<file path="config.mk">
export PLATFORM = sky130hd
export DESIGN_NAME = mem_access_sequencer
export DESIGN_NICKNAME = d
export VERILOG_FILES = /design/src/rtl/mem_access_sequencer.sv
export SDC_FILE = /design/constraint.sdc
export NUM_CORES = 1
export LEC_CHECK = 0
export CORE_UTILIZATION = 40
export DETAILED_ROUTE_END_ITERATION = 6
export HOLD_SLACK_MARGIN = 0.05
export PLACE_DENSITY = 0.81
export SYNTH_ARGS = -nofsm -noshare
export SYNTH_HDL_FRONTEND = slang
export SYNTH_SLANG_ARGS = --single-unit
</file>
<file path="constraint.sdc">
create_clock -name clk -period 2.55 [get_ports clk]
set_clock_uncertainty 0.2 [all_clocks]
set_input_delay 0.765 -clock clk [delete_from_list [all_inputs] [get_ports clk]]
set_output_delay 0.765 -clock clk [all_outputs]
set_load 0.1 [all_outputs]
</file>
<file path="src/rtl/mem_access_sequencer.sv">
`default_nettype none
// ============================================================================
//  Module      : mem_access_sequencer
//  Description : Sequences one load/store from the MEM stage to a memory port
//                with wait states, misalignment abort and wait timeout.
//  Revision    : 1.0 - initial release
// ============================================================================
module mem_access_sequencer #(
    parameter int TIMEOUT = 15
) (
    input  logic        clk,
    input  logic        rst_n,
    input  logic        req_valid,
    input  logic        load_instr,
    input  logic        size_byte,
    input  logic [31:0] addr,
    input  logic [31:0] wdata,
    input  logic [31:0] mem_rdata,
    input  logic        mem_ready,
    output logic        stall,
    output logic [31:0] rdata,
    output logic        rdata_valid,
    output logic        err,
    output logic        mem_en,
    output logic        mem_rw,
    output logic        mem_size,
    output logic [31:0] mem_addr,
    output logic [31:0] mem_wdata
);

    // Counter holds 0..TIMEOUT-1; never narrower than 4 bits.
    localparam int CNT_W = ($clog2(TIMEOUT) > 4) ? $clog2(TIMEOUT) : 4;
    localparam logic [CNT_W-1:0] CNT_LAST = CNT_W'(TIMEOUT - 1);

    typedef enum logic [2:0] {
        S_IDLE   = 3'd0,
        S_ACCESS = 3'd1,
        S_WAIT   = 3'd2,
        S_DONE   = 3'd3,
        S_ERR    = 3'd4
    } state_t;

    state_t           state_q, state_d;
    logic [CNT_W-1:0] cnt_q, cnt_d;
    logic [31:0]      addr_q, addr_d;
    logic [31:0]      wdata_q, wdata_d;
    // Latched as "is write" so the reset value (0) reads as a read request.
    logic             write_q, write_d;
    logic             byte_q, byte_d;
    logic [31:0]      rdata_q, rdata_d;
    logic [31:0]      load_fmt;

    // Format the returned memory word for the latched load size and lane.
    always_comb begin
        load_fmt = mem_rdata;
        if (byte_q) begin
            case (addr_q[1:0])
                2'b00:   load_fmt = {24'h0, mem_rdata[7:0]};
                2'b01:   load_fmt = {24'h0, mem_rdata[15:8]};
                2'b10:   load_fmt = {24'h0, mem_rdata[23:16]};
                default: load_fmt = {24'h0, mem_rdata[31:24]};
            endcase
        end
    end

    // Next-state, request latch, wait counter and load capture.
    always_comb begin
        state_d = state_q;
        cnt_d   = cnt_q;
        addr_d  = addr_q;
        wdata_d = wdata_q;
        write_d = write_q;
        byte_d  = byte_q;
        rdata_d = rdata_q;
        case (state_q)
            S_IDLE: begin
                if (req_valid) begin
                    addr_d  = addr;
                    wdata_d = wdata;
                    write_d = ~load_instr;
                    byte_d  = size_byte;
                    if (!size_byte && (addr[1:0] != 2'b00)) begin
                        state_d = S_ERR;
                    end else begin
                        state_d = S_ACCESS;
                    end
                end
            end
            S_ACCESS: begin
                if (mem_ready) begin
                    if (!write_q) rdata_d = load_fmt;
                    state_d = S_DONE;
                end else begin
                    cnt_d   = '0;
                    state_d = S_WAIT;
                end
            end
            S_WAIT: begin
                // Ready takes priority over an expiring timeout.
                if (mem_ready) begin
                    if (!write_q) rdata_d = load_fmt;
                    state_d = S_DONE;
                end else if (cnt_q == CNT_LAST) begin
                    state_d = S_ERR;
                end else begin
                    cnt_d = cnt_q + 1'b1;
                end
            end
            S_DONE:  state_d = S_IDLE;
            S_ERR:   state_d = S_IDLE;
            default: state_d = S_IDLE;
        endcase
    end

    // State and datapath registers with asynchronous clear.
    always_ff @(posedge clk or negedge rst_n) begin
        if (!rst_n) begin
            state_q <= S_IDLE;
            cnt_q   <= '0;
            addr_q  <= '0;
            wdata_q <= '0;
            write_q <= 1'b0;
            byte_q  <= 1'b0;
            rdata_q <= '0;
        end else begin
            state_q <= state_d;
            cnt_q   <= cnt_d;
            addr_q  <= addr_d;
            wdata_q <= wdata_d;
            write_q <= write_d;
            byte_q  <= byte_d;
            rdata_q <= rdata_d;
        end
    end

    // stall is gated by rst_n so a live req_valid cannot leak through reset.
    assign stall       = rst_n & (((state_q == S_IDLE) & req_valid) |
                                  (state_q == S_ACCESS) | (state_q == S_WAIT));
    assign mem_en      = (state_q == S_ACCESS) | (state_q == S_WAIT);
    assign mem_rw      = write_q;
    assign mem_size    = byte_q;
    assign mem_addr    = addr_q;
    assign mem_wdata   = byte_q ? {4{wdata_q[7:0]}} : wdata_q;
    assign rdata       = rdata_q;
    assign rdata_valid = (state_q == S_DONE) & ~write_q;
    assign err         = (state_q == S_ERR);

endmodule
`default_nettype wire

</file>
==> reports/metrics.csv, run 1 <==
stage;metric;value;unit
critical_path;reg-to-reg endpoint;mem_addr[12]$_DFFE_PN0P_;
timing;final setup vio count;0;
yosys;Syn Inst Count;468;
yosys;top post-synthesis cells by area;dfrtp_1 54%, o21ai_0 8.4%, nand2_1 7.7%;
place;PortBufs;203;
floorplanning;core area;11600;um^2
floorplanning;row cnt;39;
floorplanning;Die Ht;112;um
detailed_routing;vias per cell;5.10;
global_routing;vias in the first global route;4140;
min_path;startpoint of the worst hold path;rdata[7]$_DFFE_PN0P_;
yosys;net count after synthesis;572;
critical_path;Max Fanout on Critical Path;3;
timing;Worst slew margin;0.629;
timing;Peak Freq;0.395;GHz
detailed_routing;Detailed Route WL;13000;um
yosys;Distinct cells, synth;43;
yosys;share of the synthesized area in the top cell type;0.542;
critical_path;setup slack, reg-to-reg;530;ps
global_routing;antenna violations before repair;0;
critical_path;Reg2Reg Depth;6;
critical_path;Worst Path Arrival;1570;ps
yosys;most numerous cell in the Yosys netlist;dfrtp_1;
clock_tree;CTS Buf Count;9;
timing;Tmin final;2530;ps
place;dpl cell area;7420;um^2
final_layout;ant diodes;0;
yosys;Seq/Total Area, Yosys;0.542;
detailed_routing;DRT iter0 DRCs;237;
timing;RSZ-0062 raised after global routing;true;
global_routing;largest net degree at the start of global routing;106;
yosys;Synth area leader;dfrtp_1;
final_layout;Area growth syn-to-layout;60.7;%
final_layout;Non-Filler Instances;814;
detailed_routing;Vias;4150;
detailed_routing;DRT Pass-1 Iters;7;
final_layout;share of layout cells above drive strength 1;0.319;
yosys;Ys Warns;0;
final_layout;Finished Cell Area;7790;um^2
clock_tree;Post-CTS Hold Fix Bufs;0;
yosys;Post-synth EDFFs;0;
clock_tree;Clock Sinks;105;
global_routing;first-pass GRT wire length;21100;um
detailed_routing;DRC violations left;16;
floorplanning;io pins;204;
min_path;Hold EP;rdata[7]$_DFFE_PN0P_;
yosys;predominant post-synthesis flop cell;dfrtp_1;
place;Placed Instances;791;
yosys;synth cell count leaders;105 x dfrtp_1, 99 x nand2_1, 81 x o21ai_0;
clock_tree;H-tree Lvls;3;
global_routing;total track usage;0.214;
floorplanning;initial core utilization;0.418;
timing;Worst-Margin Slew;557;ps
clock_tree;CTS tree;done;
yosys;area of the mapped netlist;4850;um^2
yosys;syn avg cell area;10.4;um^2
clock_tree;CTS Root Cell;clkbuf_16;
clock_tree;Max clock buf depth;2;
min_path;Worst Hold Class;flip-flop to flip-flop;
yosys;async set-or-reset flop fraction in the synthesized netlist;1.00;
yosys;flops & latches, synth;105;
run_status;outcome;finished, violations left;
floorplanning;die width;112;um
critical_path;R2R Path Start;state_q[1]$_DFFE_PN0P_;
place;hpwl dp;9590;um
timing;setup TNS;0;ps
final_layout;# nets final;771;
clock_tree;Clk Latency, worst-skew pair;340;ps
detailed_routing;Antenna Violating Nets Remaining;0;
global_routing;Congestion Overflow GR;0;
timing;fin crit share;0.994;
min_path;Hold Path Cell Cnt;2;
critical_path;critical path launch point type;flip-flop;
timing;Final Hold Viols;0;
critical_path;critical path required time;1590;ps
critical_path;crit path kind;flip-flop to primary output;
clock_tree;Reg clk slew, reported paths;70;ps
place;RePlAce Congestion;0.815;
run;max_cap viols;0;
run_status;violated checks;DRC;
timing;fin. max-slew vios;0;
floorplanning;die area;12600;um^2
detailed_routing;wire per inst;16.0;um
critical_path;CP Capture Type;primary output;
## layer usage
layer  GRT usage  up-vias  wire length [um]
met5           0        -                 0
met4      0.0809        0               260
met3      0.0454       19               985
met2       0.351      167              6460
met1       0.279     2007              5330
li1            -     1957                 -
## per-stage QoR
step,setup WS (ps),util,hold WS [ps]
after global placement,-279,0.639,264
final,16.5,0.671,284
after floorplan,-66.9,-,269
after global routing,-32.9,0.671,318
after detailed placement,-304,0.639,275
after CTS,-55.0,0.665,290
## registers in the layout (all words and copies together) (netlist names)
| signal | flops |
|---|---|
| state_q | 3 |
| wdata_q | 32 |
| rdata | 32 |
| mem_rw | 1 |
| cnt_q | 4 |
| mem_addr | 32 |
| mem_size | 1 |
## worst max-delay path, stage by stage (launching register included)
cell,delay (ps)
dfrtp_2,430
xor2_2,190
and2b_2,230
o21a_4,200
buf_12,160
## cells in the final DEF, fill, tap and decap left out, types with 3 or more instances in the layout
| cell type | count |
|---|---|
| a21oi_1 | 8 |
| a22oi_1 | 7 |
| and3_1 | 3 |
| buf_12 | 35 |
| buf_4 | 89 |
| clkbuf_16 | 10 |
| clkdlybuf4s50_1 | 99 |
| dfrtp_1 | 102 |
| inv_1 | 27 |
| mux2_1 | 7 |
| mux2_2 | 13 |
| mux2_4 | 20 |
| mux2i_1 | 14 |
| nand2_1 | 93 |
| nand2_2 | 6 |
| nor2_1 | 8 |
| nor3_1 | 3 |
| o21ai_0 | 57 |
| o21ai_1 | 4 |
| o21ai_4 | 24 |
| o22ai_1 | 5 |
## cell type report
| class | instances | area, um^2 |
|---|---|---|
| tap | 143 | 179 |
| fill | 878 | 3820 |
| clock buffer | 12 | 246 |
| inverter | 28 | 105 |
| clock inverter | 3 | 42.5 |
| timing repair buffer | 226 | 2410 |
| multi-input combinational | 297 | 2180 |
| sequential | 105 | 2630 |
## cells by family (layout without fill, tap and decap cells)
group | Yosys count | count (layout) | synth area share
AOI/OAI and AO/OA | 112 | 112 | 0.126
adders and majority gates | 2 | 2 | 0.00516
xor gates and xnor gates | 1 | 1 | 0.00335
and+or+nand+nor | 128 | 128 | 0.113
buffers and inverters | 66 | 269 | 0.0733
muxes | 54 | 54 | 0.137
DFF | 105 | 105 | 0.542
## worst max-delay path by stage
stage | start | end | slack, ps | depth (start not counted)
finish | state_q[1]$_DFFE_PN0P_ | stall | 20 | 4
global route | state_q[1]$_DFFE_PN0P_ | stall | -30 | 4
CTS | state_q[1]$_DFFE_PN0P_ | stall | -60 | 4
detailed placement | req_valid | stall | -300 | 5
global placement | req_valid | stall | -280 | 5
floorplan | mem_size$_DFFE_PN0P_ | mem_wdata[10] | -70 | 3
## what timing repair did
action | in CTS | in global routing
gates resized for setup | 2 | 2
buffers inserted | 2 | 5
setup endpoints to repair | 16 | 10
pin swaps | 0 | 3
gates cloned | 0 | 1
Power of run 1 is not shown: default switching activity piles up to over one toggle a cycle in this logic, so the estimate is an artifact.
==> inputs of run 2 (changes only) <==
--- a/config.mk
+++ b/config.mk
@@ -5,10 +5,11 @@
 export SDC_FILE = /design/constraint.sdc
 export NUM_CORES = 1
 export LEC_CHECK = 0
-export CORE_UTILIZATION = 40
+export CAP_MARGIN = 20
+export CORE_UTILIZATION = 39
 export DETAILED_ROUTE_END_ITERATION = 6
 export HOLD_SLACK_MARGIN = 0.05
-export PLACE_DENSITY = 0.81
+export PLACE_DENSITY = 0.79
 export SYNTH_ARGS = -nofsm -noshare
 export SYNTH_HDL_FRONTEND = slang
 export SYNTH_SLANG_ARGS = --single-unit
==> run 2 against run 1 <==
The flow now finishes without violations. Setup slack better by 19 ps. Global-route usage increased by 0.43 points. Wire length up 5.1%. Die area rose by 2.5%. Final cell count increased by 3.1%. Sequential cell count unchanged. Via count is 0.24% lower.
==> reports/metrics.csv, run 2 (synthesis gave the netlist of run 1 again) <==
stage;metric;value;unit
detailed_routing;Detailed Route WL;13700;um
final_layout;most common cell after layout, fill and taps aside;dfrtp_1;
floorplanning;die area;12900;um^2
final_layout;most frequent cells in the layout;102 x dfrtp_1, 99 x clkdlybuf4s50_1, 93 x nand2_1;
final_layout;area of the multi-input gates;2180;um^2
timing;Tmin final;2510;ps
global_routing;met2 Usage GRT;0.370;
global_routing;met1 Use GR;0.264;
timing;Peak Freq;0.398;GHz
final_layout;# fillers;909;
critical_path;reg-to-reg endpoint;mem_addr[4]$_DFFE_PN0P_;
final_layout;# nets final;770;
critical_path;Max Fanout on Critical Path;2;
global_routing;GR peak layer;met2;
min_path;startpoint of the worst hold path;rdata[2]$_DFFE_PN0P_;
timing;final worst slack;35.3;ps
timing;fin. max-slew vios;0;
global_routing;vias in the first global route;4281;
global_routing;Global Route met3 Usage;0.0468;
global_routing;first-pass GRT wire length;21800;um
detailed_routing;DRT iter0 DRCs;262;
clock_tree;Clock Sinks;105;
place;dpl ws;-289;ps
place;PortBufs;203;
global_routing;Congestion Overflow GR;0;
clock_tree;H-tree Lvls;3;
place;RePlAce Congestion;0.807;
floorplanning;initial core utilization;0.402;
floorplanning;Die Ht;114;um
critical_path;critical path launch point type;flip-flop;
global_routing;largest net degree at the start of global routing;106;
place;hpwl dp;10100;um
final_layout;share of layout cells above drive strength 1;0.322;
critical_path;Worst path max stage delay;430;ps
timing;final setup vio count;0;
floorplanning;row cnt;40;
critical_path;Worst setup startpoint;state_q[1]$_DFFE_PN0P_;
min_path;Hold EP;rdata[2]$_DFFE_PN0P_;
run_status;outcome;finished clean;
clock_tree;CTS Buf Count;9;
detailed_routing;vias per cell;4.93;
timing;fin crit share;0.986;
critical_path;Reg2Reg Depth;7;
critical_path;CP Capture Type;primary output;
run;max_cap viols;0;
timing;Worst slew margin;0.615;
min_path;Hold Path Cell Cnt;2;
clock_tree;Reg clk slew, reported paths;70;ps
detailed_routing;Vias;4140;
floorplanning;io pins;204;
timing;Worst-Margin Slew;577;ps
critical_path;CP cell instances;xor2_2 -> and2b_2 -> o21a_4 -> buf_12;
critical_path;Worst Path Arrival;1550;ps
detailed_routing;Antenna Violating Nets Remaining;0;
global_routing;antenna violations before repair;0;
critical_path;CP max stage cell;dfrtp_1;
detailed_routing;wire per inst;16.3;um
min_path;Worst Hold Class;flip-flop to flip-flop;
clock_tree;CTS tree;done;
clock_tree;Clk Latency, worst-skew pair;340;ps
critical_path;critical path required time;1590;ps
final_layout;Area growth syn-to-layout;62.4;%
clock_tree;CTS Root Cell;clkbuf_16;
final_layout;Register Area;2630;um^2
floorplanning;die width;114;um
timing;Final Hold Viols;0;
clock_tree;Max clock buf depth;2;
final_layout;ant diodes;0;
detailed_routing;DRC violations left;0;
critical_path;crit path kind;flip-flop to primary output;
detailed_routing;DRT Pass-1 Iters;4;
global_routing;total track usage;0.218;
floorplanning;core area;12100;um^2
critical_path;R2R Path Start;state_q[1]$_DFFE_PN0P_;
critical_path;setup slack, reg-to-reg;340;ps
[run 2: changes by cell type in the layout (fill, tap and decap cells not counted)]
cell and change:
bufinv_16 +2, clkinv_2 -1, clkbuf_16 -1, clkbuf_1 -2, clkbuf_8 +2
[run 2: metrics by stage]
step	hold WS, ps	setup TNS [ps]	utilization	area [um^2]	instances
2_1_floorplan	269	-223	-	5180	468
3_3_place_gp	263	-7460	0.620	7470	819
3_5_place_dp	275	-8910	0.620	7470	819
4_1_cts	290	-30.6	0.650	7850	836
5_1_grt	295	-33.5	0.653	7870	839
6_report	286	0	0.653	7870	839
[run 2: layout make-up]
cell class,count,area share
flip-flops and latches,105,0.334
repair buffers,225,0.302
multi-input cells,297,0.277
clock buffers,12,0.0338
well taps,168,0.0267
inverters,28,0.0133
clock inverters,4,0.0124
[run 2: critical path, delay by kind of cell (launching register included)]
| family | cells | cell delay (ps) |
|---|---|---|
| xor gates and xnor gates | 1 | 200 |
| buffers and inverters | 1 | 160 |
| and+or+nand+nor | 1 | 220 |
| DFF | 1 | 430 |
| AOI/OAI and AO/OA | 1 | 200 |
[run 2: metal layers]
metal / vias to the layer above / wire (um)
li1: 1958 / -
met1: 1994 / 5490
met2: 158 / 6960
met3: 30 / 837
met4: 0 / 422
met5: - / 0
[run 2: what timing repair did]
action	in CTS	in global routing
pin swaps	0	3
cloned	0	0
setup buffers	1	3
hold buffers	0	0
gates resized for setup	1	3
endpoints found under the setup margin	16	1
[run 2: worst max-delay path by stage]
| stage | end | slack, ps | cells past startpoint |
|---|---|---|---|
| final | stall | 40 | 4 |
| after global routing | stall | -30 | 5 |
| after CTS | stall | -30 | 4 |
| after detailed placement | stall | -290 | 5 |
| after global placement | stall | -290 | 5 |
| after floorplan | mem_wdata[10] | -70 | 3 |
Power of run 2 is left out for the same reason.
==> inputs of run 3 (changes only) <==
--- a/config.mk
+++ b/config.mk
@@ -7,6 +7,7 @@
 export LEC_CHECK = 0
 export CAP_MARGIN = 20
 export CORE_UTILIZATION = 39
+export CTS_BUF_LIST = sky130_fd_sc_hd__clkbuf_4 sky130_fd_sc_hd__clkbuf_8
 export DETAILED_ROUTE_END_ITERATION = 6
 export HOLD_SLACK_MARGIN = 0.05
 export PLACE_DENSITY = 0.79
==> run 3 against run 2 <==
The flow now finishes with violations (setup timing). Sequential share of layout area barely moved. Cell area hardly changed. First-iteration DRC count shrank 15%. Utilization barely moved. Via count increased by 1.4%. Fmax decreased by 1.9%. Final cell count up 0.48%. Clock-buffer cell count is the same. Setup slack lost 50 ps. Global-route usage decreased by 0.14 points. Sequential cell count unchanged. Non-clock buffer count increased by 4. Critical endpoint unchanged.
==> reports/metrics.csv, run 3 (synthesis gave the netlist of run 1 again) <==
stage;metric;value;unit
detailed_routing;Antenna Violating Nets Remaining;0;
place;RePlAce Congestion;0.807;
floorplanning;row cnt;40;
final_layout;most common cell after layout, fill and taps aside;dfrtp_1;
timing;final worst slack;-14.3;ps
final_layout;share of layout cells above drive strength 1;0.329;
timing;RSZ-0062 raised after global routing;true;
global_routing;antenna violations before repair;0;
critical_path;crit path kind;flip-flop to primary output;
final_layout;Area growth syn-to-layout;62.4;%
place;hpwl dp;10100;um
min_path;startpoint of the worst hold path;rdata[2]$_DFFE_PN0P_;
floorplanning;Die Ht;114;um
critical_path;worst path buffer plus inverter count;1;
detailed_routing;vias per cell;4.98;
clock_tree;CTS tree;done;
clock_tree;Clock Sinks;105;
run;max_cap viols;0;
place;dpl ws;-289;ps
run_status;outcome;finished, violations left;
timing;Worst-Margin Slew;567;ps
final_layout;ant diodes;0;
global_routing;largest net degree at the start of global routing;106;
final_layout;Finished Cell Area;7880;um^2
timing;fin. max-slew vios;0;
global_routing;Congestion Overflow GR;0;
critical_path;critical path required time;1590;ps
critical_path;crit-path leading delay family;flip-flops;
critical_path;Worst setup startpoint;state_q[1]$_DFFE_PN0P_;
clock_tree;Post-CTS Hold Fix Bufs;0;
detailed_routing;DRT iter0 DRCs;223;
timing;fin crit share;1.01;
global_routing;vias in the first global route;4292;
final_layout;most frequent cells in the layout;102 x dfrtp_1, 99 x clkdlybuf4s50_1, 91 x nand2_1;
critical_path;CP max stage cell;dfrtp_1;
min_path;Worst Hold Class;flip-flop to flip-flop;
clock_tree;Reg clk slew, reported paths;100;ps
timing;Peak Freq;0.390;GHz
detailed_routing;DRT Pass-1 Iters;4;
run_status;violated checks;setup timing;
critical_path;CP cell instances;xor2_2 -> and2b_2 -> o21a_4 -> buf_12;
floorplanning;io pins;204;
final_layout;# nets final;774;
critical_path;Max Fanout on Critical Path;2;
timing;Tmin final;2560;ps
timing;hold slack final;293;ps
clock_tree;CTS Root Cell;clkbuf_8;
place;PortBufs;203;
timing;Final Hold Viols;0;
critical_path;R2R Path Start;state_q[1]$_DFFE_PN0P_;
detailed_routing;DRC violations left;0;
timing;final setup vio count;1;
critical_path;critical path launch point type;flip-flop;
global_routing;total track usage;0.217;
detailed_routing;Vias;4197;
detailed_routing;wire per inst;16.6;um
floorplanning;initial core utilization;0.402;
critical_path;Worst Path Arrival;1600;ps
critical_path;Worst path max stage delay;440;ps
timing;Worst slew margin;0.622;
clock_tree;Max clock buf depth;2;
clock_tree;CTS Buf Count;9;
detailed_routing;Detailed Route WL;14000;um
clock_tree;H-tree Lvls;3;
place;dpl cell area;7470;um^2
clock_tree;Clk Latency, worst-skew pair;380;ps
critical_path;CP Capture Type;primary output;
global_routing;first-pass GRT wire length;21700;um
floorplanning;die area;12900;um^2
timing;setup TNS;-14.3;ps
floorplanning;core area;12100;um^2
floorplanning;die width;114;um
==> run 3: cell count changes in the layout (fill, tap and decap cells not counted), moves of 2 or more <==
cell | previous run | this run
clkbuf_8 | 3 | 12
clkbuf_16 | 9 | 2
nand2_4 | 0 | 6
nand2_2 | 6 | 2
nand2_1 | 93 | 91
==> run 3: stage by stage <==
| step | instances | util |
|---|---|---|
| 2_1_floorplan | 468 | - |
| 3_3_place_gp | 819 | 0.620 |
| 3_5_place_dp | 819 | 0.620 |
| 4_1_cts | 836 | 0.642 |
| 5_1_grt | 843 | 0.653 |
| 6_report | 843 | 0.653 |
==> run 3: layer usage <==
metal,global-route usage,routed length (um)
met5,0,0
met4,0.105,447
met3,0.0425,893
met2,0.372,7040
met1,0.261,5630
==> run 3: timing repair <==
| item | 4_1_cts | 5_1_grt |
|---|---|---|
| cloned | 0 | 2 |
| hold endpoints to repair | 0 | 0 |
| setup buffers | 1 | 5 |
| resized for setup | 1 | 11 |
| endpoints found under the setup margin | 22 | 19 |
| pin swaps | 0 | 6 |
==> run 3: worst register-to-register path: cells and delay by family, from the launching register on <==
family                 cells  cell delay [ps]
buffers and inverters      4              750
DFF                        1              440
muxes                      1              420
and+or+nand+nor            2              280
==> run 3: area by class of cell <==
class | instances | area [um^2]
multi-input combinational | 297 | 2210
clock inverter | 4 | 97.6
fill | 898 | 4190
clock buffer | 12 | 165
tap | 168 | 210
sequential | 105 | 2630
inverter | 28 | 105
timing repair buffer | 229 | 2450
==> run 3: worst paths after layout <==
path / cells past startpoint / slack [ps] / to
worst max-delay path: 4 / -10 / stall
worst min-delay path: 2 / 290 / rdata[2]$_DFFE_PN0P_
worst max register to register: 7 / 340 / mem_addr[4]$_DFFE_PN0P_
worst min register to register: 2 / 290 / rdata[2]$_DFFE_PN0P_
max in group asynchronous: 2 / 1380 / mem_rw$_DFFE_PN0P_
min in group asynchronous: 2 / 300 / mem_addr[21]$_DFFE_PN0P_
Power of run 3 is left out for the same reason.
